<file path="config.mk">
export PLATFORM = sky130hd
export DESIGN_NAME = param_scan_mux_flat
export DESIGN_NICKNAME = d
export VERILOG_FILES = /design/src/rtl/param_scan_mux_pkg.sv /design/src/rtl/param_scan_mux_if.sv /design/src/rtl/param_scan_mux_dwell_timer.sv /design/src/rtl/param_scan_mux.sv /design/src/flat_wrapper.sv
export SDC_FILE = /design/constraint.sdc
export NUM_CORES = 1
export LEC_CHECK = 0
export CAP_MARGIN = 20
export CORE_MARGIN = 8
export CORE_UTILIZATION = 30
export DETAILED_ROUTE_END_ITERATION = 6
export PLACE_DENSITY = 0.71
export SLEW_MARGIN = 10
export SYNTH_ARGS = -nofsm -noshare
export SYNTH_HDL_FRONTEND = slang
export SYNTH_SLANG_ARGS = --single-unit
</file>
<file path="constraint.sdc">
create_clock -name clk -period 1.85 [get_ports clk]
set_clock_uncertainty 0.2 [all_clocks]
set_input_delay 0.37 -clock clk [delete_from_list [all_inputs] [get_ports clk]]
set_output_delay 0.37 -clock clk [all_outputs]
set_load 0.01 [all_outputs]
</file>
<file path="src/rtl/param_scan_mux_pkg.sv">
// Shared constants for the scan multiplexer: mode encodings and a ceil-log2 helper.
package param_scan_mux_pkg;

  typedef enum logic {
    MODE_MANUAL = 1'b0,
    MODE_SCAN   = 1'b1
  } mode_e;

  // Smallest r with 2**r >= n; returns 0 for n <= 1.
  function automatic int unsigned clog2(input int unsigned n);
    int unsigned r;
    r = 0;
    for (int unsigned i = 0; i < 32; i++) begin
      if ((64'(1) << i) < 64'(n)) r = i + 1;
    end
    return r;
  endfunction

endpackage

</file>
<file path="src/rtl/param_scan_mux_if.sv">
// Bus bundle for param_scan_mux.
//   master: drives en, mode, sel, din; receives y, cur_sel, chg, sel_err
//   slave : the multiplexer side
interface param_scan_mux_if #(
  parameter int unsigned WIDTH    = 4,
  parameter int unsigned CHANNELS = 4
) ();
  import param_scan_mux_pkg::*;

  localparam int unsigned SW = clog2(CHANNELS);

  logic                      en;
  logic                      mode;
  logic [SW-1:0]             sel;
  logic [CHANNELS*WIDTH-1:0] din;
  logic [WIDTH-1:0]          y;
  logic [SW-1:0]             cur_sel;
  logic                      chg;
  logic                      sel_err;

  modport master (
    output en, mode, sel, din,
    input  y, cur_sel, chg, sel_err
  );

  modport slave (
    input  en, mode, sel, din,
    output y, cur_sel, chg, sel_err
  );

endinterface

</file>
<file path="src/rtl/param_scan_mux_dwell_timer.sv">
// Dwell counter: counts 0..DWELL-1 while en, wraps on tick; clr forces 0.
//   clk, rst_n : clock, synchronous active-low reset
//   en         : advance the count
//   clr        : clear the count (wins over en)
//   tick       : count is at its terminal value DWELL-1
module dwell_timer
  import param_scan_mux_pkg::*;
#(
  parameter int unsigned DWELL = 4
) (
  input  logic clk,
  input  logic rst_n,
  input  logic en,
  input  logic clr,
  output logic tick
);

  // DWELL=1 still needs a 1-bit register; it simply stays at 0.
  localparam int unsigned CW = (DWELL > 1) ? clog2(DWELL) : 1;

  logic [CW-1:0] cnt_q;

  assign tick = (cnt_q == CW'(DWELL - 1));

  always_ff @(posedge clk) begin
    if (!rst_n) begin
      cnt_q <= '0;
    end else if (clr) begin
      cnt_q <= '0;
    end else if (en) begin
      cnt_q <= tick ? '0 : cnt_q + CW'(1);
    end
  end

endmodule

</file>
<file path="src/rtl/param_scan_mux.sv">
// Registered channel multiplexer with manual select and timed auto-scan.
//   clk, rst_n : clock, synchronous active-low reset
//   bus.en     : update enable (0 freezes everything, chg low)
//   bus.mode   : MODE_MANUAL uses bus.sel, MODE_SCAN steps channels every DWELL cycles
//   bus.sel    : manual channel request
//   bus.din    : flattened channel data, channel k at [k*WIDTH +: WIDTH]
//   bus.y      : registered selected data
//   bus.cur_sel: registered index of the channel driving y
//   bus.chg    : one-cycle pulse after cur_sel changes
//   bus.sel_err: last manual request was out of range
module param_scan_mux
  import param_scan_mux_pkg::*;
#(
  parameter int unsigned WIDTH    = 4,
  parameter int unsigned CHANNELS = 4,
  parameter int unsigned DWELL    = 4
) (
  input logic clk,
  input logic rst_n,
  param_scan_mux_if.slave bus
);

  localparam int unsigned SW   = clog2(CHANNELS);
  localparam int unsigned NPAD = 1 << SW;
  localparam int unsigned DW   = NPAD * WIDTH;

  logic [WIDTH-1:0] y_q, y_d;
  logic [SW-1:0]    cur_q, cur_d;
  logic             chg_q, chg_d;
  logic             err_q, err_d;

  logic             is_scan;
  logic             scan_en;
  logic             scan_clr;
  logic             tick;
  logic             sel_ok;
  logic [DW-1:0]    din_ext;

  assign is_scan  = (bus.mode == MODE_SCAN);
  assign scan_en  = bus.en & is_scan;
  // Any enabled manual cycle resets the dwell so a later scan starts fresh.
  assign scan_clr = bus.en & ~is_scan;
  assign sel_ok   = (32'(bus.sel) < CHANNELS);

  // Pad to a power-of-two channel count so every select value indexes in range.
  assign din_ext  = DW'(bus.din);

  dwell_timer #(
    .DWELL(DWELL)
  ) u_dwell (
    .clk  (clk),
    .rst_n(rst_n),
    .en   (scan_en),
    .clr  (scan_clr),
    .tick (tick)
  );

  // Next-state selection for data, channel index and flags.
  always_comb begin
    y_d   = y_q;
    cur_d = cur_q;
    err_d = err_q;
    chg_d = 1'b0;
    if (bus.en) begin
      if (is_scan) begin
        if (tick) begin
          cur_d = (cur_q == SW'(CHANNELS - 1)) ? '0 : cur_q + SW'(1);
        end
        y_d   = din_ext[32'(cur_d) * WIDTH +: WIDTH];
        err_d = 1'b0;
      end else if (sel_ok) begin
        cur_d = bus.sel;
        y_d   = din_ext[32'(bus.sel) * WIDTH +: WIDTH];
        err_d = 1'b0;
      end else begin
        y_d   = '0;
        err_d = 1'b1;
      end
      chg_d = (cur_d != cur_q);
    end
  end

  always_ff @(posedge clk) begin
    if (!rst_n) begin
      y_q   <= '0;
      cur_q <= '0;
      chg_q <= 1'b0;
      err_q <= 1'b0;
    end else begin
      y_q   <= y_d;
      cur_q <= cur_d;
      chg_q <= chg_d;
      err_q <= err_d;
    end
  end

  assign bus.y       = y_q;
  assign bus.cur_sel = cur_q;
  assign bus.chg     = chg_q;
  assign bus.sel_err = err_q;

endmodule

</file>
<file path="src/flat_wrapper.sv">
// flat-port wrapper written by rule: the top's interface ports become plain ports
module param_scan_mux_flat import param_scan_mux_pkg::*;
#(
  parameter int unsigned WIDTH    = 4,
  parameter int unsigned CHANNELS = 4,
  parameter int unsigned DWELL    = 4
)
  (clk, rst_n, bus_en, bus_mode, bus_sel, bus_din, bus_y, bus_cur_sel, bus_chg, bus_sel_err);
  param_scan_mux_if #(.WIDTH(WIDTH), .CHANNELS(CHANNELS)) bus_i ();
  input logic clk;
  input logic rst_n;
  input wire logic [$bits(bus_i.en)-1:0] bus_en;
  input wire logic [$bits(bus_i.mode)-1:0] bus_mode;
  input wire logic [$bits(bus_i.sel)-1:0] bus_sel;
  input wire logic [$bits(bus_i.din)-1:0] bus_din;
  output wire logic [$bits(bus_i.y)-1:0] bus_y;
  output wire logic [$bits(bus_i.cur_sel)-1:0] bus_cur_sel;
  output wire logic [$bits(bus_i.chg)-1:0] bus_chg;
  output wire logic [$bits(bus_i.sel_err)-1:0] bus_sel_err;
  assign bus_i.en = bus_en;
  assign bus_i.mode = bus_mode;
  assign bus_i.sel = bus_sel;
  assign bus_i.din = bus_din;
  assign bus_y = bus_i.y;
  assign bus_cur_sel = bus_i.cur_sel;
  assign bus_chg = bus_i.chg;
  assign bus_sel_err = bus_i.sel_err;
  param_scan_mux #(.WIDTH(WIDTH), .CHANNELS(CHANNELS), .DWELL(DWELL)) u_core (.clk(clk), .rst_n(rst_n), .bus(bus_i));
endmodule
</file>
Word level (Yosys, flattened, before mapping)
Cells that the tools add are included.
W data, S select, Z words.
{"block": "op_classes", "addsub": 2, "eq_ne": 3, "shifts": 2, "muxes": 8, "n_bitwise": 4, "n_reduce_logical": 2}
{"cell": "$shiftx A16 B5 Y4", "count": 2}
{"cell": "$mux W2", "count": 7}
{"cell": "$add A2 B1 Y2 const B", "count": 2}
{"cell": "$eq A2 B2 Y1 const B", "count": 2}
{"cell": "$mux W4", "count": 1}
{"cell": "$and A1 B1 Y1", "count": 2}
{"cell": "$ne A2 B2 Y1", "count": 1}
{"cell": "$not A1 Y1", "count": 2}
{"cell": "$reduce_and A2 Y1", "count": 1}
{"cell": "$reduce_or A2 Y1", "count": 1}
{"block": "totals", "regBits": 9, "inputBits": 22, "wordCells": 25}

Longest topological paths before layout
Gate-level depths: netlist (run 1).
{"block": "logic_depth", "word_depth": 8, "depth_mapped": 6, "ltp_nobuf": 5}

By module
A second synthesis (run 1) with hierarchy kept.
{"block": "unflattened", "cells_unflattened": 64, "area_unflattened_um2": 593.1}
{"mod": "param_scan_mux", "instances": 1, "cells_per_inst": 55, "area_each_um2": 496.7}
{"mod": "dwell_timer", "instances": 1, "cells_per_inst": 9, "area_each_um2": 96.3}

Worst setup path after synthesis (run 1)
Ideal clock, no wire load.
{"block": "synth_timing", "path_kind": "reg2reg", "start": "reg u_core.cur_q[0] (netlist: u_core.bus.cur_sel[0])", "end": "reg u_core.y_q[3] (netlist: u_core.bus.y[3])", "setup_time_ns": 0.126, "arrival_ns": 1.625, "required_ns": 1.524, "slack_ns": -0.102, "stages_incl_launch_ff": 7, "path_buffers": 1, "period_less_slack_ns": 1.952, "cell_sequence": "dfxtp_1 > ha_1 > mux2_1 > mux2i_1 > buf_4 > mux2i_1 > o221ai_2"}
{"block": "synth_between", "elab_chain_cells": 7}
{"item": "start: declaration", "line": "param_scan_mux.sv:28", "rtl": "logic [SW-1:0] cur_q, cur_d;"}
{"item": "start signal: assignment", "line": "param_scan_mux.sv:91", "rtl": "cur_q <= cur_d;"}
{"item": "$add A2 B1 Y2 or $eq A2 B2 Y1 (tied branches)", "line": "param_scan_mux.sv:67", "rtl": "cur_d = (cur_q == SW'(CHANNELS - 1)) ? '0 : cur_q + SW'(1);"}
{"item": "$mux W2", "line": "param_scan_mux.sv:67"}
{"item": "$mux W2 *", "line": "param_scan_mux.sv:66", "rtl": "if (tick) begin"}
{"item": "$mux W2 *", "line": "param_scan_mux.sv:65", "rtl": "if (is_scan) begin"}
{"item": "$mux W2 *", "line": "param_scan_mux.sv:64", "rtl": "if (bus.en) begin"}
{"item": "$shiftx A16 B5 Y4 *", "line": "param_scan_mux.sv:69", "rtl": "y_d = din_ext[32'(cur_d) * WIDTH +: WIDTH];"}
{"item": "$mux W4 *", "line": "param_scan_mux.sv:65"}
{"item": "end signal: assignment", "line": "param_scan_mux.sv:90", "rtl": "y_q <= y_d;"}
{"item": "end: declaration", "line": "param_scan_mux.sv:27", "rtl": "logic [WIDTH-1:0] y_q, y_d;"}
Every way passes the cells marked *; elsewhere a longest branch is shown, timed or not. The select of a mux whose other input is x is not followed.
A chain may end at the register's enable or synchronous reset.

Worst setup path in the final report (run 1)
{"block": "layout_timing", "start": "in bus_mode", "end": "reg u_core.y_q[1] (netlist: u_core.bus.y[1])"}
{"block": "layout_between", "elab_chain_cells": 1}
{"item": "start: declaration", "line": "flat_wrapper.sv:13", "rtl": "input wire logic [$bits(bus_i.mode)-1:0] bus_mode;"}
{"item": "$mux W4", "line": "param_scan_mux.sv:65"}
Every way passes these cells.

==> results of run 1 <==
-- cell families (layout without fill, tap and decap cells) --
group           after synthesis  after routing  share of synthesized area
xor+xnor                      2              2                     0.0304
other cells                   1              1                    0.00652
compound gates                8              8                      0.143
flops                         9              9                      0.313
buf+inv                       5             45                     0.0543
fa+ha+maj                     2              2                     0.0435
simple gates                 16             16                      0.198
mux                          12             12                      0.211
-- cells in the mapped netlist (2+ instances only) --
cell type  count  area [sq um]
xnor2_1        2          17.5
dfxtp_1        9           180
nor2b_1        2          12.5
mux2i_1       11           110
buf_4          3          22.5
ha_1           2          25.0
nand3b_1       4          30.0
o221ai_1       3          26.3
-- per-stage QoR --
| step | worst slack (ns) | std cells | setup TNS [ns] | total power (uW) |
|---|---|---|---|---|
| detailed placement | -0.206 | 115 | -0.907 | 395 |
| global placement | -0.151 | 115 | -0.593 | 393 |
| CTS | 0.0105 | 121 | 0 | 569 |
| global route | -0.0495 | 122 | -0.124 | 608 |
| floorplan | 0.0268 | 55 | 0 | 299 |
| finish | 0.0312 | 122 | 0 | 569 |
-- worst max-delay path, stage by stage --
cell and delay, ns:
clkdlybuf4s50_1 0.59, mux2i_4 0.29, buf_6 0.17, mux2i_4 0.22
o221ai_2 0.12
-- flip-flops by register name (all words and copies together) (netlist names) --
signal	flops
u_core.bus.cur_sel	2
u_core.u_dwell.cnt_q	2
u_core.bus.y	4
u_core.bus.chg	1
-- where the power goes --
part	switching, uW	internal [uW]	leakage [uW]
Combinational	72.6	127	0.000344
Clock	68.5	83.1	0.0000150
Sequential	9.69	209	0.0000760
-- per-layer routing --
layer,vias up,share of wire
li1,280,-
met1,255,0.36
met2,9,0.58
met3,2,0.040
met4,0,0.014
met5,-,0
-- final timing paths --
check                     to  slack (ns)
max          u_core.bus.y[1]        0.03
min          u_core.bus.y[1]        0.31
max reg2reg  u_core.bus.y[1]        0.03
min reg2reg  u_core.bus.y[1]        0.31
-- placed cells by master (no fill, tap or decap) --
master           instances
o221ai_2                 2
nor2b_1                  2
clkbuf_1                 1
a21boi_0                 1
nand3_1                  1
nor2_1                   1
and4bb_2                 1
mux2i_4                  2
o221ai_1                 2
nand3_4                  1
xnor2_1                  2
mux2_4                   1
dfxtp_2                  3
buf_4                   11
mux2i_1                  8
dfxtp_4                  1
buf_6                    1
or3b_4                   1
nand3b_1                 4
nand2b_1                 1
clkbuf_4                 3
dfxtp_1                  5
or2b_2                   1
ha_4                     2
dlymetal6s2s_1           1
o21a_1                   1
clkdlybuf4s50_1         26
and2_1                   1
nand2_1                  1
conb_1                   1
dlygate4sd2_1            1
mux2i_2                  1
a31oi_4                  1
inv_1                    1
a21oi_1                  1
or2_2                    1
-- cell type report --
class                           count  area [sq um]  share of cell area
Multi-Input combinational cell     41           438               0.411
Timing Repair Buffer               40           375               0.353
Sequential cell                     9           188               0.176
Tap cell                           27          33.8              0.0317
Clock buffer                        4          26.3              0.0247
Inverter                            1          3.75             0.00353
-- repair_timing --
item	CTS	global route
pin swaps	2	5
resized for setup	16	3
setup buffers	1	1
cloned	1	0
endpoints found under the setup margin	5	6
==> results.txt, run 1 <==
Crit path time final: 1.82 ns
Fin crit share: 0.983
First-pass DRT Iterations: 4
Hold slack final: 0.307 ns
Min-delay src: u_core.bus.y[1]
Avg WL per Cell: 14.1 um
Fmax: 550 MHz
Synthesized cell area: 576 sq um
Ratio of cells with drive above 1 in the final layout: 0.347
Die Y: 59.8 um
Fillcell total: 174
Register area share after synthesis: 0.313
Power per Cell Area: 535 nW/um^2
Die Footprint: 3580 sq um
Design Area, Final: 1060 sq um
Post-route antenna net violation count: 0
Core area: 1880 sq um
Post-CTS Hold Fix Bufs: 0
FF-to-FF path depth: 6
Global routing usage on met1: 0.109
Final setup viols: 0
Critical path data arrival time: 1.76 ns
Worst R2R Start: u_core.bus.cur_sel[0]
Gp weighted congestion: 0.675
Cell variety after synth: 27
CP endpoint kind: flip-flop
CTS buffer count: 3
Final wirelength: 1720 um
Status: finished, final reports clean
Worst vdd ir: 0.502 mV
Gr usage total: 0.107
Boundary pin count: 30
Gr busiest metal: met2
Starting density of the core: 0.306
Commonest register cell after synthesis: dfxtp_1
Antenna fix cells: 0
Clk_lat worst skew: 0.26 ns
Final count of hold timing violations: 0
# DRC: 0
Final slew viol count: 0
Vias per cell: 4.48
Synthesized flop and latch total: 9
Grt met3 use: 0.0280
Initial antenna violation count: 0
IO Port Bufs: 28
Asr flop ratio synth: 0
RSZ-0062 raised after global routing: yes
Worst min-delay path class: flip-flop to flip-flop
Yosys warns: 0
Avg Cell Area, Syn: 10.5 sq um
Startpoint types: primary input
Hold path depth: 2
Final core occ: 0.566
Worst EP required: 1.79 ns
CTS tree: yes
Via count: 546
Post-synthesis cell count: 55
Chip width: 59.8 um
Nets: 120
Syn nets: 79
Iter 0 DRT Violations: 3
GR Util met2: 0.206
Largest net degree at the start of global routing: 12
Clk buf depth: 2
First-pass GRT wire length: 2890 um
Gr ovfl total: 0
Leakage dissipation: 0.000435 uW
EDFF count, synth: 0
Largest fanout on the critical path: 5
Syn-to-layout area delta: 85.0%
Placed Area: 947 sq um
Setup CP Type: primary input to flip-flop
Site Rows: 16
H-tree level count: 1
Clk pin slew, worst setup/hold paths: 0.06 ns
Critical Path Start: bus_mode
Maximum Capacitance Violations: 0
CTS sink cnt: 9
Root buffer cell: clkbuf_4
Vias in the first global route: 600
(Power assumes the default switching activity.)
==> inputs of run 2 (changes only) <==
--- a/config.mk
+++ b/config.mk
@@ -8,8 +8,10 @@
 export CAP_MARGIN = 20
 export CORE_MARGIN = 8
 export CORE_UTILIZATION = 30
+export CTS_CLUSTER_DIAMETER = 60
 export DETAILED_ROUTE_END_ITERATION = 6
 export PLACE_DENSITY = 0.71
+export SETUP_SLACK_MARGIN = 0.2
 export SLEW_MARGIN = 10
 export SYNTH_ARGS = -nofsm -noshare
 export SYNTH_HDL_FRONTEND = slang
==> results.txt, run 2 (synthesized netlist as in run 1, its figures left out) <==
CTS sink cnt: 9 (unchanged)
Final count of hold timing violations: 0 (unchanged)
Largest net degree at the start of global routing: 12 (unchanged)
First-pass GRT wire length: 2670 um (was 2890 um)
Failing checks: negative setup slack
Dpl ws: -0.162 ns (was -0.206 ns)
Iter 0 DRT Violations: 6 (was 3)
Starting density of the core: 0.306 (unchanged)
Max FFs per register: 4 (unchanged)
Startpoint types: flip-flop (was primary input)
Die Y: 59.8 um (unchanged)
Initial antenna violation count: 0 (unchanged)
Final wirelength: 1780 um (was 1720 um)
Gr ovfl total: 0 (unchanged)
Core area: 1880 sq um (unchanged)
Post-CTS Hold Fix Bufs: 0 (unchanged)
Fillcell total: 177 (was 174)
Post-Place Cells: 115 (unchanged)
Chip width: 59.8 um (unchanged)
Clock group share of total power: 0.283 (was 0.266)
RSZ-0062 raised after global routing: yes (unchanged)
Most frequent cells in the layout: clkdlybuf4s50_1 (21), mux2i_1 (8), buf_4 (8) (was clkdlybuf4s50_1 (26), buf_4 (11), mux2i_1 (8))
Most common cell after layout, fill and taps aside: clkdlybuf4s50_1 (unchanged)
H-tree level count: 1 (unchanged)
Boundary pin count: 30 (unchanged)
Register area: 190 sq um (was 188 sq um)
Switching power total: 164 uW (was 151 uW)
Non-filler cells, final: 121 (was 122)
Maximum Capacitance Violations: 0 (unchanged)
Final core occ: 0.566 (about the same)
Vias per cell: 4.68 (was 4.48)
Worst min-delay path class: flip-flop to flip-flop (unchanged)
Setup CP Type: flip-flop to flip-flop (was primary input to flip-flop)
Gp weighted congestion: 0.688 (was 0.675)
Largest fanout on the critical path: 5 (unchanged)
Reg2Reg Setup Slack: -0.01 ns (was 0.03 ns)
Antenna fix cells: 0 (unchanged)
Worst EP required: 1.81 ns (was 1.79 ns)
CP endpoint kind: flip-flop (unchanged)
Placed Area: 953 sq um (was 947 sq um)
IO Port Bufs: 28 (unchanged)
Site Rows: 16 (unchanged)
# DRC: 0 (unchanged)
CTS tree: yes (unchanged)
Clk buf depth: 2 (unchanged)
Die Footprint: 3580 sq um (unchanged)
CTS buffer count: 3 (unchanged)
Root buffer cell: clkbuf_4 (unchanged)
Ratio of cells with drive above 1 in the final layout: 0.351 (was 0.347)
Critical path data arrival time: 1.82 ns (was 1.76 ns)
Final slew viol count: 0 (unchanged)
Avg WL per Cell: 14.7 um (was 14.1 um)
Design Area, Final: 1070 sq um (was 1060 sq um)
Worst vdd ir: 0.319 mV (was 0.502 mV)
Leakage dissipation: 0.000441 uW (was 0.000435 uW)
Seq pwr share: 0.376 (was 0.383)
Post-route antenna net violation count: 0 (unchanged)
Via count: 566 (was 546)
Status: finished with violations (was finished, final reports clean)
Power per Cell Area: 542 nW/um^2 (was 535 nW/um^2)
Clk_lat worst skew: 0.28 ns (was 0.26 ns)
Fmax: 537 MHz (was 550 MHz)
Hpwl dp: 1280 um
Syn-to-layout area delta: 85.2% (was 85.0%)
Comb power frac: 0.341 (was 0.350)
First-pass DRT Iterations: 4 (unchanged)
Gr usage total: 0.102 (was 0.107)
Internal power: 413 uW (was 419 uW)
Vias in the first global route: 609 (was 600)
Crit path time final: 1.86 ns (was 1.82 ns)
Area of the multi-input gates: 445 sq um (was 438 sq um)
Final setup viols: 1 (was 0)
Clk pin slew, worst setup/hold paths: 0.07 ns (was 0.06 ns)
Final Total Pwr: 578 uW (was 569 uW)
Nets: 119 (was 120)
Sw Share: 0.284 (was 0.265)
Fin crit share: 1.01 (was 0.983)
Final worst slack: -0.0115 ns (was 0.0312 ns)
run 2: cell types whose count changed in the layout (fill, tap and decap cells not counted), sizes merged:
cell	change
dlygate4sd2	+5
clkdlybuf4s15	+1
buf	-1
clkdlybuf4s50	-5
dlymetal6s2s	-1
run 2: power by group through the flow:
stage	Clock, uW	Combinational [uW]	Sequential (uW)
2_1_floorplan	0	72.4	227
3_3_place_gp	0	172	220
3_5_place_dp	0	175	220
4_1_cts	170	185	217
5_1_grt	182	211	218
6_report	163	197	217
run 2: critical path, cell delays in order (launching register included):
cell      delay [ns]
dfxtp_4         0.36
ha_4            0.22
mux2_4          0.26
mux2i_4         0.17
buf_6           0.17
mux2i_2         0.24
o221ai_2        0.12
run 2: routing by layer:
layer / part of all wire / track usage
met1: 0.40 / 0.104
met2: 0.53 / 0.172
met3: 0.056 / 0.0344
met4: 0.015 / 0.0714
met5: 0 / 0
run 2: area by class of cell:
cell class                      count  share of cell area
Clock buffer                        4              0.0246
Inverter                            1             0.00352
Multi-Input combinational cell     41               0.418
Sequential cell                     9               0.178
Tap cell                           27              0.0317
Timing Repair Buffer               39               0.344
run 2: path summary, 6_finish.rpt:
kind | from | to | depth (start not counted)
setup / recovery | u_core.bus.cur_sel[1] | u_core.bus.y[1] | 6
hold / removal | u_core.bus.y[2] | u_core.bus.y[2] | 2
setup reg to reg | u_core.bus.cur_sel[1] | u_core.bus.y[1] | 6
hold reg to reg | u_core.bus.y[2] | u_core.bus.y[2] | 2
run 2: through the flow:
stage	setup TNS, ns	hold slack (ns)
2_1_floorplan	0	0.257
3_3_place_gp	-0.380	0.268
3_5_place_dp	-0.636	0.278
4_1_cts	0	0.303
5_1_grt	-0.148	0.318
6_report	-0.0115	0.297
run 2: repair_timing:
item	CTS	global route
gates resized for setup	20	6
setup endpoints to repair	14	8
setup buffers	1	0
pin swaps	1	2
gates cloned	1	0
endpoints found under the hold margin	0	0
==> inputs of run 3 (changes only) <==
--- a/config.mk
+++ b/config.mk
@@ -5,13 +5,13 @@
 export SDC_FILE = /design/constraint.sdc
 export NUM_CORES = 1
 export LEC_CHECK = 0
-export CAP_MARGIN = 20
 export CORE_MARGIN = 8
 export CORE_UTILIZATION = 30
 export CTS_CLUSTER_DIAMETER = 60
 export DETAILED_ROUTE_END_ITERATION = 6
+export HOLD_SLACK_MARGIN = 0.05
 export PLACE_DENSITY = 0.71
-export SETUP_SLACK_MARGIN = 0.2
+export SETUP_SLACK_MARGIN = 0.4
 export SLEW_MARGIN = 10
 export SYNTH_ARGS = -nofsm -noshare
 export SYNTH_HDL_FRONTEND = slang
==> results.txt, run 3 (synthesized netlist as in run 1, its figures left out) <==
CP Buf/Inv Count: 1 (unchanged)
First-pass DRT Iterations: 3 (was 4)
CTS tree: yes (unchanged)
Min-delay src: u_core.bus.y[2] (unchanged)
Gr usage total: 0.100 (was 0.102)
Non-filler cells, final: 123 (was 121)
Root buffer cell: clkbuf_4 (unchanged)
Power per Cell Area: 533 nW/um^2 (was 542 nW/um^2)
H-tree level count: 1 (unchanged)
Clk_lat worst skew: 0.26 ns (was 0.28 ns)
Nets: 121 (was 119)
Post-Place Cells: 116 (was 115)
Max FFs per register: 4 (unchanged)
Crit path cell chain: ha_4 -> mux2_4 -> mux2i_4 -> buf_6 -> mux2i_2 -> o221ai_2 (unchanged)
Post-CTS Hold Fix Bufs: 0 (unchanged)
Syn-to-layout area delta: 82.4% (was 85.2%)
RSZ-0062 raised after global routing: yes (unchanged)
Hpwl dp: 1370 um (was 1280 um)
Leakage dissipation: 0.000438 uW (was 0.000441 uW)
Core area: 1880 sq um (unchanged)
Crit path time final: 1.83 ns (was 1.86 ns)
Startpoint types: flip-flop (unchanged)
Final slew viol count: 0 (unchanged)
First-pass GRT wire length: 2810 um (was 2670 um)
Final setup viols: 0 (was 1)
# DRC: 0 (unchanged)
Iter 0 DRT Violations: 3 (was 6)
Design Area, Final: 1050 sq um (was 1070 sq um)
Antenna fix cells: 0 (unchanged)
Initial antenna violation count: 0 (unchanged)
Ratio of cells with drive above 1 in the final layout: 0.375 (was 0.351)
Final count of hold timing violations: 0 (unchanged)
Worst EP required: 1.80 ns (was 1.81 ns)
Fin crit share: 0.987 (was 1.01)
Fmax: 548 MHz (was 537 MHz)
CTS buffer count: 3 (unchanged)
Setup CP Type: flip-flop to flip-flop (unchanged)
CP max stage cell: dfxtp_4 (unchanged)
Die Footprint: 3580 sq um (unchanged)
Most frequent cells in the layout: clkdlybuf4s50_1 (20), mux2i_1 (9), buf_4 (9) (was clkdlybuf4s50_1 (21), mux2i_1 (8), buf_4 (8))
IO Port Bufs: 28 (unchanged)
Clk buf depth: 2 (unchanged)
Maximum Capacitance Violations: 0 (unchanged)
Largest net degree at the start of global routing: 12 (unchanged)
CTS sink cnt: 9 (unchanged)
Boundary pin count: 30 (unchanged)
CP endpoint kind: flip-flop (unchanged)
Worst min-delay path class: flip-flop to flip-flop (unchanged)
Critical Path Start: u_core.bus.cur_sel[1] (unchanged)
Most common cell after layout, fill and taps aside: clkdlybuf4s50_1 (unchanged)
Worst vdd ir: 0.355 mV (was 0.319 mV)
Starting density of the core: 0.306 (unchanged)
Die Y: 59.8 um (unchanged)
Avg WL per Cell: 14.2 um (was 14.7 um)
Critical path data arrival time: 1.77 ns (was 1.82 ns)
Status: finished, final reports clean (was finished with violations)
Final wirelength: 1750 um (was 1780 um)
Clk pin slew, worst setup/hold paths: 0.06 ns (was 0.07 ns)
Slowest stage delay, CP: 0.35 ns (was 0.36 ns)
Vias per cell: 4.59 (was 4.68)
Chip width: 59.8 um (unchanged)
Placed Area: 963 sq um (was 953 sq um)
Vias in the first global route: 595 (was 609)
Site Rows: 16 (unchanged)
Gp weighted congestion: 0.684 (was 0.688)
Worst R2R Start: u_core.bus.cur_sel[1] (unchanged)
Via count: 565 (was 566)
Top delay family on crit path: multiplexers (unchanged)
Post-route antenna net violation count: 0 (unchanged)
Largest fanout on the critical path: 5 (unchanged)
Gr ovfl total: 0 (unchanged)
run 3: changes by cell type in the layout (fill, tap and decap cells not counted), sizes merged:
cell / before / now
clkbuf: 4 / 6
dlygate4sd2: 6 / 2
clkdlybuf4s15: 1 / 2
buf: 11 / 15
clkdlybuf4s50: 21 / 20
run 3: worst paths after layout:
| path | to | slack [ns] | depth (start not counted) |
|---|---|---|---|
| min reg2reg | u_core.bus.y[2] | 0.31 | 2 |
| min | u_core.bus.y[2] | 0.31 | 2 |
| max reg2reg | u_core.bus.y[3] | 0.02 | 6 |
| max | u_core.bus.y[3] | 0.02 | 6 |
run 3: per-stage QoR:
stage	power [uW]	setup slack [ns]	hold slack, ns	utilization	TNS [ns]
finish	560	0.0241	0.309	0.558	0
CTS	567	0.0159	0.307	0.563	0
detailed placement	398	-0.182	0.282	0.512	-0.656
global route	597	-0.0433	0.343	0.558	-0.129
floorplan	299	0.0703	0.257	-	0
global placement	394	-0.104	0.270	0.512	-0.391
run 3: worst reg2reg max path: cells and delay by family, from the launching register on:
kind / cells / cell delay (ns)
multiplexers: 3 / 0.67
adder cells (fa/ha/maj): 1 / 0.22
AO/OA/AOI/OAI: 1 / 0.11
buffers and inverters: 1 / 0.16
flip-flops: 1 / 0.35
run 3: per-layer routing:
layer  part of all wire  track usage
met3              0.042       0.0280
met4                  0       0.0306
met5                  0            0
met1               0.45        0.127
met2               0.51        0.158
run 3: what timing repair did:
item	in CTS	in global routing
pin swaps	2	0
gates resized for setup	28	7
buffers inserted	2	0
cloned	1	0
endpoints found under the setup margin	15	13
run 3: where the power goes:
part	internal, uW	leakage, uW	switching (uW)
sequential	208	0.0000763	9.90
clock	83.2	0.0000150	70.5
combinational	118	0.000347	70.3
total	409	0.000438	151
run 3: cell type report:
type	instances	area, sq um
fillers	191	832
multi-input cells	41	419
repair buffers	41	377
flip-flops and latches	9	190
well taps	27	33.8
clock buffers	4	26.3
inverters	1	3.75
==> variant 1 (settings of run 2) <==
`WIDTH` is set to 4 in 3 places; all go to 6.
--- a/src/rtl/param_scan_mux_if.sv
+++ b/src/rtl/param_scan_mux_if.sv
@@ -4,3 +4,3 @@
 interface param_scan_mux_if #(
-  parameter int unsigned WIDTH    = 4,
+  parameter int unsigned WIDTH    = 6,
   parameter int unsigned CHANNELS = 4
--- a/src/rtl/param_scan_mux.sv
+++ b/src/rtl/param_scan_mux.sv
@@ -13,3 +13,3 @@
 #(
-  parameter int unsigned WIDTH    = 4,
+  parameter int unsigned WIDTH    = 6,
   parameter int unsigned CHANNELS = 4,
--- a/src/flat_wrapper.sv
+++ b/src/flat_wrapper.sv
@@ -3,3 +3,3 @@
 #(
-  parameter int unsigned WIDTH    = 4,
+  parameter int unsigned WIDTH    = 6,
   parameter int unsigned CHANNELS = 4,
Interface: changed (resized bus_din and bus_y); port bits go from 30 to 40. No check against the original RTL was run, so the function may have changed too.
==> variant 1 against run 2 <==
The flow still finishes with violations (setup timing); utilization is 1.4 points lower; design area increased by 16%; critical path depth stayed put; count of clock-buffer cells in the layout unchanged; wire length is 27% higher; worst setup slack worse by 3.0 ps; synthesized area rose by 24%; total power rose by 11%; sequential cell count increased by 2; critical endpoint is now u_core.bus.y[3]; largest cell class unchanged.
==> variant 1: results <==
set metrics [dict create \
    setup_viol 4 \
    fin_cells 147 \
    grt_start_max_net_pins 15 \
    synth_common_cells "mux2i_1 (14), dfxtp_1 (11), nand3b_1 (6), o221ai_1 (6), nand2_1 (4)" \
    synth.distinct_cells 29 \
    status "finished, violations left" \
    gp_congestion 0.910 \
    largest_reg_flops 6 \
    setup_slack_ps -14.5 \
    grt_pass1_vias 781 \
    placed_cells 143 \
    peakVddDrop_v 0.000331 \
    pre_cts_slack_ps -272 \
    grt.total_usage 0.106 \
    via_per_inst 4.86 \
    violations "setup timing" \
    post_cts_buffers 0 \
    drtIter0Drc 7 \
    syn-instance-count 74 \
    fin_tns_setup_ps -30.1 \
    fillers 211 \
    synthTopCellsByArea "dfxtp_1 (31%), mux2i_1 (20%), o221ai_1 (7.4%), nand3b_1 (6.3%), ha_1 (3.5%)" \
    mappedNetlistNets 106 \
    grt_first_pass_wirelength_mm 3.59 \
    drt-total-wl_mm 2.26 \
    yosysSeqAreaShare 0.309 \
]
-- variant 1: changes by cell type after synthesis, moves of 2 or more --
cell	before	now
buf_2	0	2
buf_4	3	1
clkbuf_1	0	2
dfxtp_1	9	11
mux2i_1	11	14
nand2_1	1	4
nand3b_1	4	6
o221ai_1	3	6
-- variant 1: power by group --
group / internal (uW) / switching [uW]
clock: 83.3 / 82.2
combinational: 131 / 78.5
sequential: 253 / 11.2
total: 468 / 172
-- variant 1: cell type report --
| class | instances | area, sq um | area share |
|---|---|---|---|
| Inverter | 1 | 3.75 | 0.00304 |
| Tap cell | 28 | 35.0 | 0.0284 |
| Clock buffer | 4 | 26.3 | 0.0213 |
| Multi-Input combinational cell | 56 | 490 | 0.397 |
| Timing Repair Buffer | 47 | 449 | 0.364 |
| Sequential cell | 11 | 230 | 0.186 |
-- variant 1: timing repair --
item / in CTS / in global routing
gates resized for setup: 14 / 3
pin swaps: 0 / 1
gates cloned: 0 / 0
setup endpoints to repair: 18 / 9
-- variant 1: logic make-up (layout without fill, tap and decap cells) --
| logic type | count (synthesis) | in the layout | share of synthesized area |
|---|---|---|---|
| simple gates | 23 | 23 | 0.199 |
| mux | 16 | 16 | 0.244 |
| compound gates | 13 | 13 | 0.139 |
| flops | 11 | 11 | 0.309 |
| buf+inv | 7 | 52 | 0.0562 |
| fa+ha+maj | 2 | 2 | 0.0351 |
| other cells | 1 | 1 | 0.00527 |
| xor+xnor | 1 | 1 | 0.0123 |
-- variant 1: path summary, 6_finish.rpt --
check / startpoint / to / slack (ps) / cells past startpoint
hold / removal: u_core.bus.y[4] / u_core.bus.y[4] / 300 / 2
setup reg to reg: u_core.bus.cur_sel[1] / u_core.bus.y[3] / -10 / 6
hold reg to reg: u_core.bus.y[4] / u_core.bus.y[4] / 300 / 2
setup / recovery: u_core.bus.cur_sel[1] / u_core.bus.y[3] / -10 / 6
-- variant 1: per-layer routing --
metal,global-route usage,routed length [um],vias up
li1,-,-,364
met1,0.120,959,325
met2,0.178,1110,25
met3,0.0447,188,0
met4,0.0327,0,0
met5,0,0,-
-- variant 1: through the flow --
step,hold WS [ps],instance area [sq um],total power [uW]
global route,335,1230,675
global placement,271,1200,483
CTS,300,1230,644
floorplan,260,739,362
detailed placement,279,1200,487
finish,300,1230,639
-- variant 1: worst max-delay path, cell delays in order, from the launching register on --
cell	delay [ps]
dfxtp_4	360
ha_4	220
mux2_4	270
mux2i_4	170
buf_12	180
mux2i_2	220
o221ai_1	120
==> variant 2 (flow settings as in run 2) <==
Made on the original files. Reset style: asynchronous (`rst_n`), changed in 2 clocked blocks. Comments in the files are not updated.
--- a/src/rtl/param_scan_mux_dwell_timer.sv
+++ b/src/rtl/param_scan_mux_dwell_timer.sv
@@ -24,3 +24,3 @@
 
-  always_ff @(posedge clk) begin
+  always_ff @(posedge clk or negedge rst_n) begin
     if (!rst_n) begin
--- a/src/rtl/param_scan_mux.sv
+++ b/src/rtl/param_scan_mux.sv
@@ -82,3 +82,3 @@
 
-  always_ff @(posedge clk) begin
+  always_ff @(posedge clk or negedge rst_n) begin
     if (!rst_n) begin
Check against the original RTL: differs if rst_n is asserted again (counterexample within 4 cycles, from zero or initial values and one cycle with rst_n low); with rst_n held inactive, the same outputs for 10 cycles.
==> variant 2 against run 2 <==
The run still ends with setup timing left; wire length increased by 16%; synthesized area increased by 17%; worst setup slack got worse by 220 ps; sequential cell count did not move; sequential share of layout area is 1.2 points higher; design area grew 11%; utilization fell by 2.2 points.
Power is not compared: it rests on default switching activity, and its combinational part moved more than twofold at a synthesized area within 25%.
==> variant 2: results <==
set metrics [dict create \
    synth_common_cells "dfrtp_1 (9), mux2i_1 (5), o21ai_0 (5)" \
    drive_above_1_share 0.342 \
    fin_nets 139 \
    status "finished, violations left" \
    setup_viol 5 \
    antenna_found_initial 0 \
    grt_pass1_vias 793 \
    crit_fanout 7 \
    violations "setup timing" \
    cts_inserted_buffers 3 \
    synth_flop_cell "dfrtp_1" \
    post_cts_buffers 4 \
    grt.total_usage 0.105 \
    vias 701 \
    avgSynthCellArea_sq_um 10.0 \
    dpl_cell_area_sq_um 1110 \
    gp_congestion 0.755 \
    fillers 199 \
    insertion_delay_ps 260 \
    endpoint "u_core.bus.y[2]" \
    grt_first_pass_wirelength_mm 3.42 \
    cp-startpoint "u_core.bus.cur_sel[0]" \
    placed_cells 134 \
    wl_per_cell_um 14.6 \
    fin_tns_setup_ps -965 \
    yosysSeqAreaShare 0.335 \
    grtUsageMet2 0.180 \
    grt_start_max_net_pins 16 \
    worstPathArrival_ps 2030 \
    pre_cts_slack_ps -271 \
    multi_input_area_sq_um 440 \
    synth.distinct_cells 28 \
    setup_slack_ps -235 \
    met1_usage 0.107 \
]
## variant 2: cell count changes after synthesis, moves of 4 or more
cell      delta
o22ai_1      +4
a22o_1       +4
o21ai_0      +5
nand3b_1     -4
dfrtp_1      +9
dfxtp_1      -9
mux2i_1      -6
## variant 2: worst min-delay path by stage
stage / from / endpoint / slack, ps / cells past startpoint
3_3_place_gp: u_core.u_dwell.cnt_q[1] / u_core.u_dwell.cnt_q[1] / 320 / 2
3_5_place_dp: u_core.u_dwell.cnt_q[1] / u_core.u_dwell.cnt_q[1] / 320 / 2
5_1_grt: rst_n / u_core.bus.cur_sel[1] / 250 / 1
2_1_floorplan: rst_n / u_core.bus.chg / -130 / 0
6_report: rst_n / u_core.bus.cur_sel[1] / 220 / 1
4_1_cts: rst_n / u_core.bus.cur_sel[1] / 220 / 1
## variant 2: worst max-delay path, stage by stage (launching register included)
cell     delay, ps
dfrtp_1        400
ha_2           190
or3b_4         380
a31oi_4        180
buf_12         150
mux2_4         290
o22ai_1        120
a21oi_1         50
## variant 2: routing by layer
layer / share of wire / wire length (um)
met4: 0.011 / 22
met5: 0 / 0
met2: 0.49 / 1020
met1: 0.43 / 891
met3: 0.065 / 135
## variant 2: cells by family (layout without fill, tap and decap cells)
kind of cell / after synthesis / count (layout) / share of synthesized area
flip-flops: 9 / 9 / 0.335
AO/OA/AOI/OAI: 21 / 21 / 0.225
multiplexers: 11 / 11 / 0.186
buffers and inverters: 10 / 57 / 0.0819
AND/OR/NAND/NOR: 11 / 11 / 0.102
other: 1 / 1 / 0.00558
adder cells (fa/ha/maj): 2 / 2 / 0.0372
XOR/XNOR: 2 / 2 / 0.0261
## variant 2: layout make-up
type,instances,area share
multi-input combinational,48,0.372
timing repair buffer,49,0.372
sequential,9,0.190
tap,28,0.0296
clock buffer,4,0.0222
inverter,4,0.0127
